### src/rtl/sel_demux_reg_if.sv
// Bus between one producer and the two consumers of sel_demux_reg.
// cnt0/cnt1 carry live counts only when SEL_DEMUX_CNT_EN is defined.
interface sel_demux_reg_if #(
    parameter int WIDTH = 8,
    parameter int CNT_W = 8
);
    logic             in_valid;
    logic             in_ready;
    logic             in_sel;
    logic [WIDTH-1:0] in_data;
    logic             out0_valid;
    logic             out0_ready;
    logic [WIDTH-1:0] out0_data;
    logic             out1_valid;
    logic             out1_ready;
    logic [WIDTH-1:0] out1_data;
    logic [CNT_W-1:0] cnt0;
    logic [CNT_W-1:0] cnt1;
    // Per-channel FSM state, {ch1, ch0}; 1 = FULL.
    logic [1:0]       dbg_state;

    // Demux side.
    modport slave (
        input  in_valid, in_sel, in_data, out0_ready, out1_ready,
        output in_ready, out0_valid, out0_data, out1_valid, out1_data,
        output cnt0, cnt1, dbg_state
    );

    // Producer/consumer side.
    modport master (
        output in_valid, in_sel, in_data, out0_ready, out1_ready,
        input  in_ready, out0_valid, out0_data, out1_valid, out1_data,
        input  cnt0, cnt1, dbg_state
    );
endinterface

### src/rtl/sel_demux_reg.sv
// Registered 1-to-2 demux with a single-entry holding register per output.
// Optional saturating delivery counters enabled by defining SEL_DEMUX_CNT_EN.
module sel_demux_reg #(
    parameter int WIDTH = 8,
    parameter int CNT_W = 8
) (
    input  logic            clk,
    input  logic            rst,
    sel_demux_reg_if.slave  bus
);
    // Handshake: a word moves across any valid/ready pair exactly at a rising
    // edge where both are high; valid never depends on ready, while in_ready is
    // a combinational function of the selected channel's state and its ready.

    typedef enum logic {EMPTY = 1'b0, FULL = 1'b1} chan_state_e;

    chan_state_e      st0_q, st0_d, st1_q, st1_d;
    logic [WIDTH-1:0] data0_q, data0_d, data1_q, data1_d;
    logic             in_ready;
    logic             fill0, fill1;
    logic             drain0, drain1;

    always_comb begin
        in_ready = 1'b0;
        fill0    = 1'b0;
        fill1    = 1'b0;
        drain0   = (st0_q == FULL) && bus.out0_ready;
        drain1   = (st1_q == FULL) && bus.out1_ready;
        if (bus.in_sel) in_ready = (st1_q == EMPTY) || bus.out1_ready;
        else            in_ready = (st0_q == EMPTY) || bus.out0_ready;
        fill0 = bus.in_valid && in_ready && !bus.in_sel;
        fill1 = bus.in_valid && in_ready &&  bus.in_sel;
    end

    // A fill on the same edge as a drain wins, so the channel stays FULL.
    always_comb begin
        st0_d   = st0_q;
        data0_d = data0_q;
        case (st0_q)
            EMPTY: if (fill0) st0_d = FULL;
            FULL:  if (drain0 && !fill0) st0_d = EMPTY;
            default: st0_d = EMPTY;
        endcase
        if (fill0) data0_d = bus.in_data;
    end

    always_comb begin
        st1_d   = st1_q;
        data1_d = data1_q;
        case (st1_q)
            EMPTY: if (fill1) st1_d = FULL;
            FULL:  if (drain1 && !fill1) st1_d = EMPTY;
            default: st1_d = EMPTY;
        endcase
        if (fill1) data1_d = bus.in_data;
    end

    always_ff @(posedge clk or posedge rst) begin
        if (rst) begin
            st0_q   <= EMPTY;
            st1_q   <= EMPTY;
            data0_q <= '0;
            data1_q <= '0;
        end else begin
            st0_q   <= st0_d;
            st1_q   <= st1_d;
            data0_q <= data0_d;
            data1_q <= data1_d;
        end
    end

    assign bus.in_ready   = in_ready;
    assign bus.out0_valid = (st0_q == FULL);
    assign bus.out1_valid = (st1_q == FULL);
    assign bus.out0_data  = data0_q;
    assign bus.out1_data  = data1_q;
    assign bus.dbg_state  = {st1_q, st0_q};

`ifdef SEL_DEMUX_CNT_EN
    logic [CNT_W-1:0] cnt0_q, cnt0_d, cnt1_q, cnt1_d;

    // Counters saturate at all-ones instead of wrapping.
    always_comb begin
        cnt0_d = cnt0_q;
        cnt1_d = cnt1_q;
        if (drain0 && (cnt0_q != '1)) cnt0_d = cnt0_q + 1'b1;
        if (drain1 && (cnt1_q != '1)) cnt1_d = cnt1_q + 1'b1;
    end

    always_ff @(posedge clk or posedge rst) begin
        if (rst) begin
            cnt0_q <= '0;
            cnt1_q <= '0;
        end else begin
            cnt0_q <= cnt0_d;
            cnt1_q <= cnt1_d;
        end
    end

    assign bus.cnt0 = cnt0_q;
    assign bus.cnt1 = cnt1_q;
`else
    assign bus.cnt0 = '0;
    assign bus.cnt1 = '0;
`endif

endmodule
### src/flat_wrapper.sv
// flat-port wrapper written by rule: the top's interface ports become plain ports
module sel_demux_reg_flat 
#(
    parameter int WIDTH = 8,
    parameter int CNT_W = 8
)
  (clk, rst, bus_in_valid, bus_in_sel, bus_in_data, bus_out0_ready, bus_out1_ready, bus_in_ready, bus_out0_valid, bus_out0_data, bus_out1_valid, bus_out1_data, bus_cnt0, bus_cnt1, bus_dbg_state);
  sel_demux_reg_if #(.WIDTH(WIDTH), .CNT_W(CNT_W)) bus_i ();
  input  logic clk;
  input  logic rst;
  input wire logic [$bits(bus_i.in_valid)-1:0] bus_in_valid;
  input wire logic [$bits(bus_i.in_sel)-1:0] bus_in_sel;
  input wire logic [$bits(bus_i.in_data)-1:0] bus_in_data;
  input wire logic [$bits(bus_i.out0_ready)-1:0] bus_out0_ready;
  input wire logic [$bits(bus_i.out1_ready)-1:0] bus_out1_ready;
  output wire logic [$bits(bus_i.in_ready)-1:0] bus_in_ready;
  output wire logic [$bits(bus_i.out0_valid)-1:0] bus_out0_valid;
  output wire logic [$bits(bus_i.out0_data)-1:0] bus_out0_data;
  output wire logic [$bits(bus_i.out1_valid)-1:0] bus_out1_valid;
  output wire logic [$bits(bus_i.out1_data)-1:0] bus_out1_data;
  output wire logic [$bits(bus_i.cnt0)-1:0] bus_cnt0;
  output wire logic [$bits(bus_i.cnt1)-1:0] bus_cnt1;
  output wire logic [$bits(bus_i.dbg_state)-1:0] bus_dbg_state;
  assign bus_i.in_valid = bus_in_valid;
  assign bus_i.in_sel = bus_in_sel;
  assign bus_i.in_data = bus_in_data;
  assign bus_i.out0_ready = bus_out0_ready;
  assign bus_i.out1_ready = bus_out1_ready;
  assign bus_in_ready = bus_i.in_ready;
  assign bus_out0_valid = bus_i.out0_valid;
  assign bus_out0_data = bus_i.out0_data;
  assign bus_out1_valid = bus_i.out1_valid;
  assign bus_out1_data = bus_i.out1_data;
  assign bus_cnt0 = bus_i.cnt0;
  assign bus_cnt1 = bus_i.cnt1;
  assign bus_dbg_state = bus_i.dbg_state;
  sel_demux_reg #(.WIDTH(WIDTH), .CNT_W(CNT_W)) u_core (.clk(clk), .rst(rst), .bus(bus_i));
endmodule
### config.mk
export PLATFORM = sky130hd
export DESIGN_NAME = sel_demux_reg_flat
export DESIGN_NICKNAME = d
export VERILOG_FILES = /design/src/rtl/sel_demux_reg_if.sv /design/src/rtl/sel_demux_reg.sv /design/src/flat_wrapper.sv
export SDC_FILE = /design/constraint.sdc
export NUM_CORES = 1
export LEC_CHECK = 0
export CAP_MARGIN = 20
export CORE_AREA = 2 2 58 44
export CTS_BUF_LIST = sky130_fd_sc_hd__clkbuf_2 sky130_fd_sc_hd__clkbuf_4 sky130_fd_sc_hd__clkbuf_8
export CTS_CLUSTER_DIAMETER = 100
export DETAILED_ROUTE_END_ITERATION = 8
export DIE_AREA = 0 0 60 46
export PLACE_DENSITY = 0.88
export SLEW_MARGIN = 20
export SYNTH_ARGS = -nofsm -noshare
export SYNTH_HDL_FRONTEND = slang
export SYNTH_SLANG_ARGS = --single-unit
### constraint.sdc
create_clock -name clk -period 3.6 [get_ports clk]
set_input_delay 0.72 -clock clk [delete_from_list [all_inputs] [get_ports clk]]
set_output_delay 0.72 -clock clk [all_outputs]
set_load 0.005 [all_outputs]
# Word-level counts from Yosys, hierarchy flattened
# Index checks and enable logic that the tools add are counted.
# totals
ff_bits,18
output_inout_bits,37
word_cells,25
# classes
muxes,7
n_bitwise,2
reduce_logical,12
# ops
cell,count
$logic_and 1x1->1,7
$mux 1,5
$pmux 1 s2,2
$logic_not 1->1,3
$logic_or 1x1->1,2
$not 1->1,2

# Longest topological paths before layout
# logic_depth
depth_word,9
ltp_mapped,3
mapped_depth_nobuf,3

# Worst setup path before layout
# Ideal clock, no wire load.
# synth_path
path_kind,input-to-output
startpoint,input bus_out1_ready
endpoint,output bus_in_ready
t_arrival_ns,1.062
slack_ns,1.818
stages,2
path_buffers,0
cell_sequence,nor2b_1 a21oi_1
# synth_between
elab_chain_cells,2
# synth_lines
item,line,source
start: declaration,flat_wrapper.sv:15,input wire logic [$bits(bus_i.out1_ready)-1:0] bus_out1_ready;
$logic_or 1x1->1,sel_demux_reg.sv:29,if (bus.in_sel) in_ready = (st1_q == EMPTY) || bus.out1_ready;
$mux 1,sel_demux_reg.sv:29,
end: declaration,flat_wrapper.sv:16,output wire logic [$bits(bus_i.in_ready)-1:0] bus_in_ready;
# Every way passes these cells.

# Final worst setup path
# layout_path
startpoint,input bus_in_sel
endpoint,output bus_in_ready
# layout_between
elab_chain_cells,1
# layout_lines
item,line,source
start: declaration,flat_wrapper.sv:12,input wire logic [$bits(bus_i.in_sel)-1:0] bus_in_sel;
$mux 1,sel_demux_reg.sv:29,
# Every way passes these cells.

==> metrics.yaml <==
status: "complete, no violations"
ys_warn_count: 0
syn_to_final_growth_pct: 40.24
drt-initial-drc-count: 9
final_common_cell: "clkdlybuf4s50_1"
seq_area_frac_synth: 0.5325
reg2regPathDepth: 3
post_drt_wl_per_cell_um: 11.80
cts_sinks: 18
final_cells: 133
gp_congestion: 0.6307
dpl.hpwl_um: 1221
via_count: 532
cts_resized: 0
hold_class: "flop to flop"
skew_ns: 0.007190
dieArea_sq_um: 2760
finalSetupViolations: 0
first_pass_iters: 2
clock_latency_ns: 0.29
postCtsSetupRepairBufs: 0
synth_cells: 64
fp.dieW_um: 60
final_net_count: 114
finalHoldViolations: 0
grt_max_degree: 19
clk_pin_slew_ns: 0.10
hold_buffers: 0
grt_pass1_vias: 529
row_count: 15
p_leak_uw: 0.0005128
io_buffers: 34
dp_cells: 129
p_per_area_nw_per_um2: 445.6
antenna_found_initial: 0
worstPathRequired_ns: 2.88
fin_crit_sh: 0.7626
worst_setup_path_end_kind: "output port"
grt_pass1_wl_um: 2346
cap_violations: 0
via_per_inst: 4.000
yosysUniqueCellTypes: 14
syn_avg_cell_area_sq_um: 13.22
hold_depth: 1
cts_root_buf: "clkbuf_4"
ant_nets: 0
slew_headroom: 0.5516
wirelength_um: 1570
cts_tree: "yes"
worst_pin_slew_ns: 0.6718
grt_usage: 0.1245
numCtsBuffers: 3
antenna_cells: 0
layout_common_cells: "34 x clkdlybuf4s50_1, 18 x dfrtp_1, 16 x mux2_2, 16 x conb_1, 3 x clkbuf_4"
ioPinCount: 51
drcViolationCount: 0
ir_drop_mv: 0.2316
syn_area_sq_um: 845.8
core_sq_um: 2271
clockBufferDepth: 2
fmaxAchievable_ghz: 0.3642
fin_crit_ns: 2.745
worstPathMaxFanout: 5
drive_above_1_share: 0.2323
worst-setup-path-type: "primary input to output port"
grt_overflow: 0
rsz0062_at_grt: "no"
start_kind: "primary input"
synth-seq-cells: 18
crit_arrival_ns: 2.03
final-max-slew-violation-count: 0
initial_core_util: 0.3725
tns_ns: 0
h-tree-depth: 1
die_y_um: 46
-- cells by family (layout without fill, tap and decap cells) --
| group | count (synthesis) | in the layout | share of synthesized area |
|---|---|---|---|
| DFF | 18 | 18 | 0.5325 |
| buffers and inverters | 20 | 40 | 0.1686 |
| other | 1 | 16 | 0.004434 |
| muxes | 16 | 16 | 0.2130 |
| AOI/OAI and AO/OA | 2 | 2 | 0.01182 |
| and+or+nand+nor | 7 | 7 | 0.06953 |
-- layout make-up --
cell class	instances	area (sq um)
Clock buffer	4	36.28
Tap cell	34	42.54
Timing Repair Buffer	34	340.3
Sequential cell	18	450.4
Multi-Input combinational cell	41	309.0
Inverter	2	7.507
Fill cell	198	1085
-- through the flow --
stage | worst slack (ns) | hold slack, ns | utilization | total power (uW) | area, sq um
floorplan | 1.818 | 0.5055 | - | 324.0 | 902.1
global placement | 0.9064 | 0.4888 | 0.5063 | 403.9 | 1150
detailed placement | 0.8517 | 0.4952 | 0.5063 | 410.8 | 1150
CTS | 0.8491 | 0.5199 | 0.5223 | 537.0 | 1186
global route | 0.7877 | 0.5334 | 0.5223 | 559.3 | 1186
finish | 0.8546 | 0.5164 | 0.5223 | 528.5 | 1186
-- Yosys cell counts --
master	number	area, sq um
buf_4	18	135.1
nor2b_1	1	6.260
nand2b_1	1	6.260
inv_1	2	7.510
conb_1	1	3.750
o21ai_0	1	5.000
nor2_4	1	11.26
dfrtp_1	18	450.4
nor2_1	1	3.750
mux2_2	16	180.2
nand2b_2	1	8.760
nor3b_4	1	18.77
a21oi_1	1	5.000
nand2_1	1	3.750
-- final timing paths --
| kind | startpoint | to | slack (ns) |
|---|---|---|---|
| setup / recovery | bus_in_sel | bus_in_ready | 0.85 |
| hold / removal | u_core.bus.out0_data[1] | u_core.bus.out0_data[1] | 0.52 |
| setup reg to reg | u_core.bus.out0_valid | u_core.bus.out0_data[3] | 2.11 |
| hold reg to reg | u_core.bus.out0_data[1] | u_core.bus.out0_data[1] | 0.52 |
| max in group asynchronous | rst | u_core.bus.out1_data[1] | 2.36 |
| min in group asynchronous | rst | u_core.bus.out1_data[2] | 0.81 |
-- per-layer routing --
layer,track usage,vias to the layer above,part of all wire
met5,0,-,0
met4,0.02667,0,0
met3,0.05966,0,0.063
met2,0.2217,26,0.54
met1,0.1353,261,0.40
li1,-,245,-
-- worst max-delay path: stages --
cell	delay, ns
clkdlybuf4s50_1	0.58
nor2_1	0.07
a21oi_1	0.13
clkdlybuf4s50_1	0.52
-- registers in the layout, indices dropped and copies added (netlist names) --
register               count
u_core.bus.out1_valid      1
u_core.bus.out0_valid      1
u_core.bus.out1_data       8
u_core.bus.out0_data       8
-- power by group --
group | internal [uW] | leakage (uW) | total (uW) | switching [uW]
Clock | 61.6 | 0.0000210 | 124 | 62.7
Combinational | 104 | 0.000279 | 150 | 45.6
Sequential | 237 | 0.000212 | 255 | 18.1
Power figures use the tool's default switching activity.
